## src/rtl/game_sequencer.sv

```systemverilog
// game_sequencer: phase FSM for the symbol-counting game.
// Owns phase timing, level progression, lives, judging and score.
//
// state    | meaning
// ---------+--------------------------------------------------
// S_IDLE   | waiting for start after reset
// S_PRE    | prelim countdown before the symbols run
// S_GAME   | symbol generator running
// S_ANSWER | generator stopped, user finalises the tally
// S_POST   | result shown, then next level / retry / end
// S_WIN    | all levels cleared, outputs held until start
// S_OVER   | lives exhausted, outputs held until start
module game_sequencer #(
    parameter int NUM_LEVELS = 8,
    parameter int MAX_LIVES  = 3,
    parameter int PRE_SECS   = 3,
    parameter int GAME_SECS  = 10,
    parameter int ANS_SECS   = 5,
    parameter int POST_SECS  = 3,
    parameter int CNT_W      = 8,
    parameter int TOL_BASE   = 2,
    parameter int SYM_BASE   = 100000000,
    parameter int SYM_STEP   = 10000000,
    parameter int SYM_MIN    = 20000000
) (
    input  logic             Clk100M,
    input  logic             reset,
    input  logic             tick1Hz,
    input  logic             start,
    input  logic [CNT_W-1:0] userCount,
    input  logic [CNT_W-1:0] magicCount,
    output logic [2:0]       phase,
    output logic [3:0]       curLevel,
    output logic [2:0]       lives,
    output logic [7:0]       secsLeft,
    output logic [31:0]      symGenMax,
    output logic             startGen,
    output logic             stopGen,
    output logic             stopCount,
    output logic [CNT_W-1:0] difference,
    output logic             levelPass,
    output logic             levelFail,
    output logic [15:0]      score
);

    typedef enum logic [2:0] {
        S_IDLE   = 3'd0,
        S_PRE    = 3'd1,
        S_GAME   = 3'd2,
        S_ANSWER = 3'd3,
        S_POST   = 3'd4,
        S_WIN    = 3'd5,
        S_OVER   = 3'd6
    } state_t;

    // A zero-length phase would never reach its terminal count, so run it for one tick.
    localparam logic [7:0] PRE_LOAD  = (PRE_SECS  == 0) ? 8'd1 : 8'(PRE_SECS);
    localparam logic [7:0] GAME_LOAD = (GAME_SECS == 0) ? 8'd1 : 8'(GAME_SECS);
    localparam logic [7:0] ANS_LOAD  = (ANS_SECS  == 0) ? 8'd1 : 8'(ANS_SECS);
    localparam logic [7:0] POST_LOAD = (POST_SECS == 0) ? 8'd1 : 8'(POST_SECS);
    localparam logic [2:0] LIVES_INIT = 3'(MAX_LIVES);
    localparam logic [3:0] LAST_LEVEL = 4'(NUM_LEVELS - 1);

    state_t           state_q, state_n;
    logic [3:0]       level_q, level_n;
    logic [2:0]       lives_q, lives_n;
    logic [7:0]       secs_q, secs_n;
    logic [15:0]      score_q, score_n;
    logic [CNT_W-1:0] diff_q, diff_n;
    logic             result_q, result_n;
    logic             start_gen_q, start_gen_n;
    logic             stop_gen_q, stop_gen_n;
    logic             stop_count_q, stop_count_n;
    logic             pass_q, pass_n;
    logic             fail_q, fail_n;
    logic [31:0]      sym_q, sym_calc;

    logic [CNT_W-1:0] abs_diff;
    logic [31:0]      tol;
    logic             judge_pass;
    logic [16:0]      score_sum;
    logic             last_tick;
    logic [63:0]      sym_drop;

    // Judging arithmetic: unsigned |user - magic|, level tolerance, saturating score.
    always_comb begin
        abs_diff   = (userCount >= magicCount) ? (userCount - magicCount) : (magicCount - userCount);
        tol        = (TOL_BASE > int'(level_q)) ? 32'(TOL_BASE - int'(level_q)) : 32'd0;
        judge_pass = (32'(abs_diff) <= tol);
        score_sum  = {1'b0, score_q} + {13'd0, level_q} + 17'd1;
        last_tick  = tick1Hz && (secs_q <= 8'd1);
    end

    // Next-state and registered-output logic for the phase FSM.
    always_comb begin
        state_n      = state_q;
        level_n      = level_q;
        lives_n      = lives_q;
        secs_n       = secs_q;
        score_n      = score_q;
        diff_n       = diff_q;
        result_n     = result_q;
        start_gen_n  = 1'b0;
        stop_gen_n   = 1'b0;
        stop_count_n = 1'b0;
        pass_n       = 1'b0;
        fail_n       = 1'b0;
        case (state_q)
            S_IDLE, S_WIN, S_OVER: begin
                if (start) begin
                    state_n = S_PRE;
                    level_n = 4'd0;
                    lives_n = LIVES_INIT;
                    score_n = 16'd0;
                    secs_n  = PRE_LOAD;
                end
            end
            S_PRE: begin
                if (last_tick) begin
                    state_n     = S_GAME;
                    secs_n      = GAME_LOAD;
                    start_gen_n = 1'b1;
                end else if (tick1Hz) begin
                    secs_n = secs_q - 8'd1;
                end
            end
            S_GAME: begin
                if (last_tick) begin
                    state_n    = S_ANSWER;
                    secs_n     = ANS_LOAD;
                    stop_gen_n = 1'b1;
                end else if (tick1Hz) begin
                    secs_n = secs_q - 8'd1;
                end
            end
            S_ANSWER: begin
                if (last_tick) begin
                    state_n      = S_POST;
                    secs_n       = POST_LOAD;
                    stop_count_n = 1'b1;
                    diff_n       = abs_diff;
                    result_n     = judge_pass;
                    if (judge_pass) begin
                        pass_n  = 1'b1;
                        score_n = score_sum[16] ? 16'hFFFF : score_sum[15:0];
                    end else begin
                        fail_n  = 1'b1;
                        lives_n = lives_q - 3'd1;
                    end
                end else if (tick1Hz) begin
                    secs_n = secs_q - 8'd1;
                end
            end
            S_POST: begin
                if (last_tick) begin
                    secs_n = 8'd0;
                    if (result_q) begin
                        if (level_q == LAST_LEVEL) begin
                            state_n = S_WIN;
                        end else begin
                            state_n = S_PRE;
                            level_n = level_q + 4'd1;
                            secs_n  = PRE_LOAD;
                        end
                    end else if (lives_q == 3'd0) begin
                        state_n = S_OVER;
                    end else begin
                        state_n = S_PRE;
                        secs_n  = PRE_LOAD;
                    end
                end else if (tick1Hz) begin
                    secs_n = secs_q - 8'd1;
                end
            end
            default: begin
                state_n = S_IDLE;
                secs_n  = 8'd0;
            end
        endcase
    end

    // FSM state register with synchronous active-low reset.
    always_ff @(posedge Clk100M) begin
        if (!reset) begin
            state_q      <= S_IDLE;
            level_q      <= 4'd0;
            lives_q      <= LIVES_INIT;
            secs_q       <= 8'd0;
            score_q      <= 16'd0;
            diff_q       <= '0;
            result_q     <= 1'b0;
            start_gen_q  <= 1'b0;
            stop_gen_q   <= 1'b0;
            stop_count_q <= 1'b0;
            pass_q       <= 1'b0;
            fail_q       <= 1'b0;
        end else begin
            state_q      <= state_n;
            level_q      <= level_n;
            lives_q      <= lives_n;
            secs_q       <= secs_n;
            score_q      <= score_n;
            diff_q       <= diff_n;
            result_q     <= result_n;
            start_gen_q  <= start_gen_n;
            stop_gen_q   <= stop_gen_n;
            stop_count_q <= stop_count_n;
            pass_q       <= pass_n;
            fail_q       <= fail_n;
        end
    end

    // Generator period for the current level, clamped at the floor without underflow.
    always_comb begin
        sym_drop = 64'(level_q) * 64'(SYM_STEP);
        if (sym_drop + 64'(SYM_MIN) > 64'(SYM_BASE)) begin
            sym_calc = 32'(SYM_MIN);
        end else begin
            sym_calc = 32'(64'(SYM_BASE) - sym_drop);
        end
    end

    // Registered generator period, one cycle behind curLevel.
    always_ff @(posedge Clk100M) begin
        if (!reset) begin
            sym_q <= 32'(SYM_BASE);
        end else begin
            sym_q <= sym_calc;
        end
    end

    assign phase      = state_q;
    assign curLevel   = level_q;
    assign lives      = lives_q;
    assign secsLeft   = secs_q;
    assign symGenMax  = sym_q;
    assign startGen   = start_gen_q;
    assign stopGen    = stop_gen_q;
    assign stopCount  = stop_count_q;
    assign difference = diff_q;
    assign levelPass  = pass_q;
    assign levelFail  = fail_q;
    assign score      = score_q;

endmodule

```

## config.mk

```make
export PLATFORM = sky130hd
export DESIGN_NAME = game_sequencer
export DESIGN_NICKNAME = d
export VERILOG_FILES = /design/src/rtl/game_sequencer.sv
export SDC_FILE = /design/constraint.sdc
export NUM_CORES = 1
export LEC_CHECK = 0
export CAP_MARGIN = 10
export CORE_MARGIN = 2
export CORE_UTILIZATION = 42
export DETAILED_ROUTE_END_ITERATION = 10
export PLACE_DENSITY = 0.71
export SLEW_MARGIN = 20
export SYNTH_ARGS = -nofsm -noshare
export SYNTH_HDL_FRONTEND = slang
export SYNTH_SLANG_ARGS = --single-unit
```

## constraint.sdc

```tcl
create_clock -name Clk100M -period 10.3 [get_ports Clk100M]
set_input_delay 2.06 -clock Clk100M [delete_from_list [all_inputs] [get_ports Clk100M]]
set_output_delay 2.06 -clock Clk100M [all_outputs]
set_load 0.01 [all_outputs]
```

==> flow_metrics.tcl <==
set metrics [dict create \
    status "finished clean" \
    wire_per_inst_um 15.3 \
    required_ns 10.57 \
    ys_seq_area_share_pct 21.8 \
    dp_hpwl_um 12200 \
    portBuffers 91 \
    max_freq_ghz 0.135 \
    track_usage_pct 20.0 \
    finalHoldViolations 0 \
    grt_pass1_vias 5472 \
    slew_viol_final 0 \
    worstSetupPathType "in -> reg" \
    root_buffer "clkbuf_16" \
    coreArea_um2 15000 \
    ir_drop_mv 0.0623 \
    p_switching_uw 262 \
    multi_input_area_um2 4600 \
    grt_max_degree 44 \
    start_kind "input port" \
    ys.warnings.count 0 \
    place_ws_ns 2.46 \
    clk_latency_ns 0.34 \
    rrSetupSlack_ns 5.01 \
    via_per_inst 5.60 \
    gp_congestion 0.911 \
    routed_wirelength_um 16200 \
    drc 0 \
    drive_gt1_share_pct 6.88 \
    rows 45 \
    tightestPinTransition_ns 0.843 \
    dr.pass1.iters 5 \
    combPwrFrac_pct 25.7 \
    antenna_found_initial 0 \
    netlist_area_um2 6410 \
    reg2reg_to "symGenMax[25]$_SDFF_PP0_" \
    n_fill_cell 1421 \
    fin_crit_sh_pct 71.8 \
    clock_path_buffers 2 \
    start_util_pct 42.7 \
    holdPathStages 2 \
    worstReg2RegStart "curLevel[1]$_SDFFE_PN0P_" \
    insertedDiodeCount 0 \
    fp.dieW_um 128 \
    dominantRegCellSynth "dfxtp_1" \
    cap_viol_max_count 0 \
    swShare_pct 29.5 \
    cts_tree "done" \
    p_leak_uw 0.00310 \
    htreeDepth 3 \
    hold_path_startpoint "difference[6]$_SDFFE_PN0P_" \
    ys_ff_latch 70 \
    skew_ns 0.00703 \
    ys_types 90 \
    crit_arrival_ns 7.67 \
    initialDrtViolationCount 486 \
    max_slew_margin_pct 43.5 \
    setup-tns-final_ns 0 \
    ff_latch_area_um2 1400 \
    layout_common_cells "clkdlybuf4s50_1 (91), dfxtp_1 (70), nor2_1 (65)" \
    worstSetupEndpointType "flip-flop" \
    layout_min_cycle_time_ns 7.40 \
    reg2reg_depth 14 \
    whs_endpoint "difference[6]$_SDFFE_PN0P_" \
    worst_slack_ns 2.90 \
    seqPwrFrac_pct 33.7 \
    die_area_um2 16300 \
    cts_resized 0 \
    design_area_um2 7710 \
    p_per_area_nw_per_um2 115 \
    final_common_cell "clkdlybuf4s50_1" \
    pin_count 99 \
    rsz0062_at_grt "no" \
    avgSynthCellArea_um2 7.96 \
    final_antenna_net_count 0 \
    p_int_uw 625 \
    cts_buffers 9 \
    min_path_type "reg -> reg" \
    crit_fanout 10 \
    setup_viol 0 \
    grt_overflow 0 \
    clkSinkCount 70 \
    cts_setup_buffers 0 \
    dpl_cell_area_um2 7360 \
    clk_pin_slew_ns 0.06 \
    synthCells 806 \
    p_total_uw 887 \
    p_clk_share_pct 40.7 \
    async_reset_ff_share_pct 0 \
    syn2layout_area_growth_pct 20.3 \
    synth_edf_count 0 \
    die_h_um 128 \
    grt_pass1_wl_um 26900 \
    holdBufCountCts 0 \
    nNetsFinal 955 \
    vias 5932 \
]
[layer usage]
layer  part of all wire, %  up-vias  track usage (%)
li1                      -     3012                -
met1                    48     2780             27.9
met2                    46      126             32.3
met3                   4.2       14             3.10
met4                   1.2        0             5.37
met5                     0        -                0
[power groups by stage]
stage	logic, µW	registers [µW]	clock network [µW]
final	228	299	361
after floorplan	162	302	0
after global routing	253	301	377
after global placement	223	304	0
after detailed placement	225	305	0
after CTS	227	299	366
[kinds of logic (layout without fill, tap and decap cells)]
kind of cell | count (synthesis) | count (layout) | share of synthesized area, %
other | 2 | 8 | 0.117
xor gates and xnor gates | 54 | 54 | 7.84
DFF | 70 | 70 | 21.8
muxes | 18 | 18 | 2.91
adders and majority gates | 68 | 68 | 13.9
AOI/OAI and AO/OA | 232 | 232 | 25.6
buffers and inverters | 100 | 160 | 6.75
and+or+nand+nor | 262 | 262 | 21.1
[state kept, by name, indices dropped and copies added, names as in the netlist]
| name | cells |
|---|---|
| result_q | 1 |
| lives | 3 |
| secsLeft | 8 |
| symGenMax | 22 |
| stopGen | 1 |
| levelFail | 1 |
| score | 16 |
| difference | 8 |
| stopCount | 1 |
| phase | 3 |
| curLevel | 4 |
| startGen | 1 |
| levelPass | 1 |
[worst max path at each step]
stage / from / endpoint / slack [ns] / cells past startpoint
floorplan: userCount[0] / score[8]$_SDFFE_PN0P_ / 3.75 / 23
global placement: userCount[0] / score[10]$_SDFFE_PN0P_ / 2.60 / 21
detailed placement: magicCount[0] / score[15]$_SDFFE_PN0P_ / 2.46 / 20
CTS: magicCount[0] / score[15]$_SDFFE_PN0P_ / 2.83 / 20
global route: magicCount[0] / score[8]$_SDFFE_PN0P_ / 2.47 / 20
finish: magicCount[0] / score[13]$_SDFFE_PN0P_ / 2.90 / 20
[cells in the mapped netlist (14+ instances only)]
cell | n | area share, %
dfxtp_1 | 70 | 22
nor2_1 | 65 | 3.8
ha_1 | 63 | 12
a21oi_1 | 59 | 4.6
nand2_1 | 53 | 3.1
inv_1 | 48 | 2.8
o21ai_0 | 37 | 2.9
clkbuf_1 | 31 | 1.8
xnor2_1 | 28 | 3.8
nor3_1 | 24 | 1.9
xor2_1 | 22 | 3.0
nand3_1 | 21 | 1.6
a211oi_1 | 19 | 2.2
nor2b_1 | 16 | 1.6
nand2b_1 | 14 | 1.4
[critical path, stage by stage]
cell and delay [ns]:
clkdlybuf4s50_1 0.49, ha_1 0.15, inv_1 0.06, fa_1 0.38, a21o_1 0.18, a2111oi_1 0.65, o31a_1 0.50, mux2_2 0.40
o311ai_1 0.25, a22o_1 0.24, o21ai_1 0.08, xor2_1 0.17, ha_1 0.31, nand3_1 0.09, o21bai_1 0.16, a21oi_1 0.41
nand2b_1 0.39, and2_0 0.38, o21ai_0 0.15, a21oi_1 0.15
[stage by stage]
stage / std cells / util (%) / hold slack, ns
floorplan: 812 / - / 0.486
global placement: 1044 / 49.0 / 0.452
detailed placement: 1044 / 49.0 / 0.458
CTS: 1060 / 51.3 / 0.465
global route: 1060 / 51.3 / 0.497
finish: 1060 / 51.3 / 0.462
[area by class of cell]
class / instances / area share [%]
repair buffers: 95 / 12.2
multi-input cells: 642 / 59.7
inverters: 49 / 2.38
flip-flops and latches: 70 / 18.2
well taps: 188 / 3.05
clock inverters: 6 / 1.41
clock buffers: 10 / 3.10
(Power assumes the default switching activity.)
==> variant, RTL diff (config.mk and constraints unchanged) <==
Reset style: asynchronous (`reset`), changed in 2 clocked blocks. Comments in the files are not updated.
--- a/src/rtl/game_sequencer.sv
+++ b/src/rtl/game_sequencer.sv
@@ -182,3 +182,3 @@
     // FSM state register with synchronous active-low reset.
-    always_ff @(posedge Clk100M) begin
+    always_ff @(posedge Clk100M or negedge reset) begin
         if (!reset) begin
@@ -223,3 +223,3 @@
     // Registered generator period, one cycle behind curLevel.
-    always_ff @(posedge Clk100M) begin
+    always_ff @(posedge Clk100M or negedge reset) begin
         if (!reset) begin
Behaviour: differs if reset is asserted again (counterexample within 4 cycles, from zero or initial values and one cycle with reset low); with reset held inactive, the same outputs for 10 cycles.
==> variant against the original RTL <==
- cell area fell by 2.9%
- final cell count fell by 6.5%
- utilization grew 0.42 points
- sequential cell count down 1
- wire length fell by 6.4%
- area after synthesis decreased by 3.1%
- worst setup slack improved by 380 ps
- critical path type unchanged
- highest routed layer unchanged
Power is not compared: it rests on default switching activity, and its combinational part moved more than twofold at a synthesized area within 25%.
==> variant: results (changes against the original RTL) <==
Parameter                              Value

Hold path
  Class of the tightest hold or removal check ... reg2reg

GRT
  M1 GR Usage ... 26.2% (-1.7 points)
  Met2 track demand over resource in global routing ... 30.6% (-1.7 points)
  Vias in the first global route ... 5191 (-5.1%)
  Aggregate global-route resource usage ... 19.2% (-0.78 points)
  Global routing usage on met3 ... 2.85% (-0.25 points)
  Wire length of the first global-routing pass ... 25300 um (-6.0%)
  Pin count of the biggest net entering global routing ... 70 (+59%)
  Number of antenna violations at the first check in global routing ... 0 (unchanged)

Worst setup path
  Largest incremental delay on the critical path ... 560 ps (-90 ps)
  Arrival time of data at the critical path endpoint ... 7290 ps (-380 ps)
  Crit path max fanout ... 15 (+5)
  Slowest cell on the critical path ... sky130_fd_sc_hd__and3_1

Detailed routing
  Detailed-route vias per instance ... 5.61 (+0.22%)
  Detailed Route WL ... 15100 um (-6.4%)
  Iteration-0 DRC Markers ... 474 (-2.5%)
  First-pass iteration count of the detailed router ... 5 (unchanged)

Power
  P_leak ... 3.45 nW
  Worst voltage drop across the vdd grid ... 0.0818 mV

Placed design
  Pre-CTS worst setup slack ... 2990 ps (+523 ps)
  Final HPWL DP ... 11100 um (-9.1%)
  Last weighted congestion value of the routability-driven placer ... 0.870 (-4.4%)
  Placed cell count ... 975 (-6.6%)

Logic synthesis
  Post-synthesis cell type count ... 80 (-11%)
  Synthesis warning total ... 0 (unchanged)
  Fraction of registers with async set or reset after synthesis ... 100% (+100 points)
  Synth cell count leaders ... sky130_fd_sc_hd__ha_1, sky130_fd_sc_hd__nor2_1, sky130_fd_sc_hd__dfrtp_1, sky130_fd_sc_hd__o21ai_0, sky130_fd_sc_hd__nand2_1
  Proportion of synthesized chip area in sequential cells ... 28.1% (+6.2 points)
  Post-Syn Instances ... 730 (-9.4%)
  Top post-synthesis cells by area ... sky130_fd_sc_hd__dfrtp_1, sky130_fd_sc_hd__ha_1, sky130_fd_sc_hd__dfstp_2

Clock network
  H-Tree Depth ... 3 (unchanged)
  Clock network latency to the later pin of the worst-skew pair ... 340 ps (about the same)
  Clock tree root buffer cell ... sky130_fd_sc_hd__clkbuf_16
  Clock-pin transition on the worst setup and hold timing paths ... 60 ps (about the same)

Cells and area
  Number of flip-flops under the largest register name ... 21 (-4.5%)
  Layout cell share with drive strength beyond 1 ... 7.56% (+0.68 points)
  Filler instances ... 1391 (-2.1%)
  ANT cells ... 0 (unchanged)
  Final non-filler cell total ... 991 (-6.5%)
  Total number of nets in the final design ... 891 (-6.7%)

Timing
  Slew Limit Headroom ... 39.7% (-3.7 points)
  Setup Skew ... 8.40 ps (+1.37 ps)

Status
  Status ... completed
## variant: through the flow
stage | instance area [um^2] | util, % | power (W) | hold slack [ps]
5_1_grt | 7490 | 51.7 | 0.00127 | 506
6_report | 7490 | 51.7 | 0.00118 | 477
2_1_floorplan | 6240 | - | 0.000666 | 510
4_1_cts | 7490 | 51.7 | 0.00119 | 477
3_5_place_dp | 7170 | 49.5 | 0.000845 | 463
3_3_place_gp | 7170 | 49.5 | 0.000839 | 463
## variant: kinds of logic after synthesis
group	share of synthesized area [%]
AND/OR/NAND/NOR	20.4
adder cells (fa/ha/maj)	14.5
XOR/XNOR	5.92
other	0.121
buffers and inverters	5.98
flip-flops	28.1
AO/OA/AOI/OAI	22.0
multiplexers	3.02
## variant: path summary, 6_finish.rpt
| check | from | endpoint | slack [ps] | cells past startpoint |
|---|---|---|---|---|
| worst max-delay path | userCount[0] | score[12]$_DFFE_PN0P_ | 3280 | 22 |
| worst min-delay path | difference[4]$_DFFE_PN0P_ | difference[4]$_DFFE_PN0P_ | 480 | 2 |
| worst max register to register | curLevel[2]$_DFFE_PN0P_ | symGenMax[10]$_DFF_PN0_ | 4760 | 14 |
| max in group asynchronous | reset | score[5]$_DFFE_PN0P_ | 7860 | 1 |
| worst min register to register | difference[4]$_DFFE_PN0P_ | difference[4]$_DFFE_PN0P_ | 480 | 2 |
| min in group asynchronous | reset | symGenMax[12]$_DFF_PN0_ | 1810 | 1 |
## variant: routing by layer
metal	wire (um)	part of all wire [%]
met1	7010	46
met2	7000	46
met3	798	5.3
met4	323	2.1
met5	0	0
## variant: cell type report
class                      instances  area share (%)
clock buffer                       9            3.01
timing repair buffer              91            12.1
inverter                          43            2.16
multi-input combinational        588            55.0
tap                              184            3.07
sequential                        69            23.3
clock inverter                     7            1.32
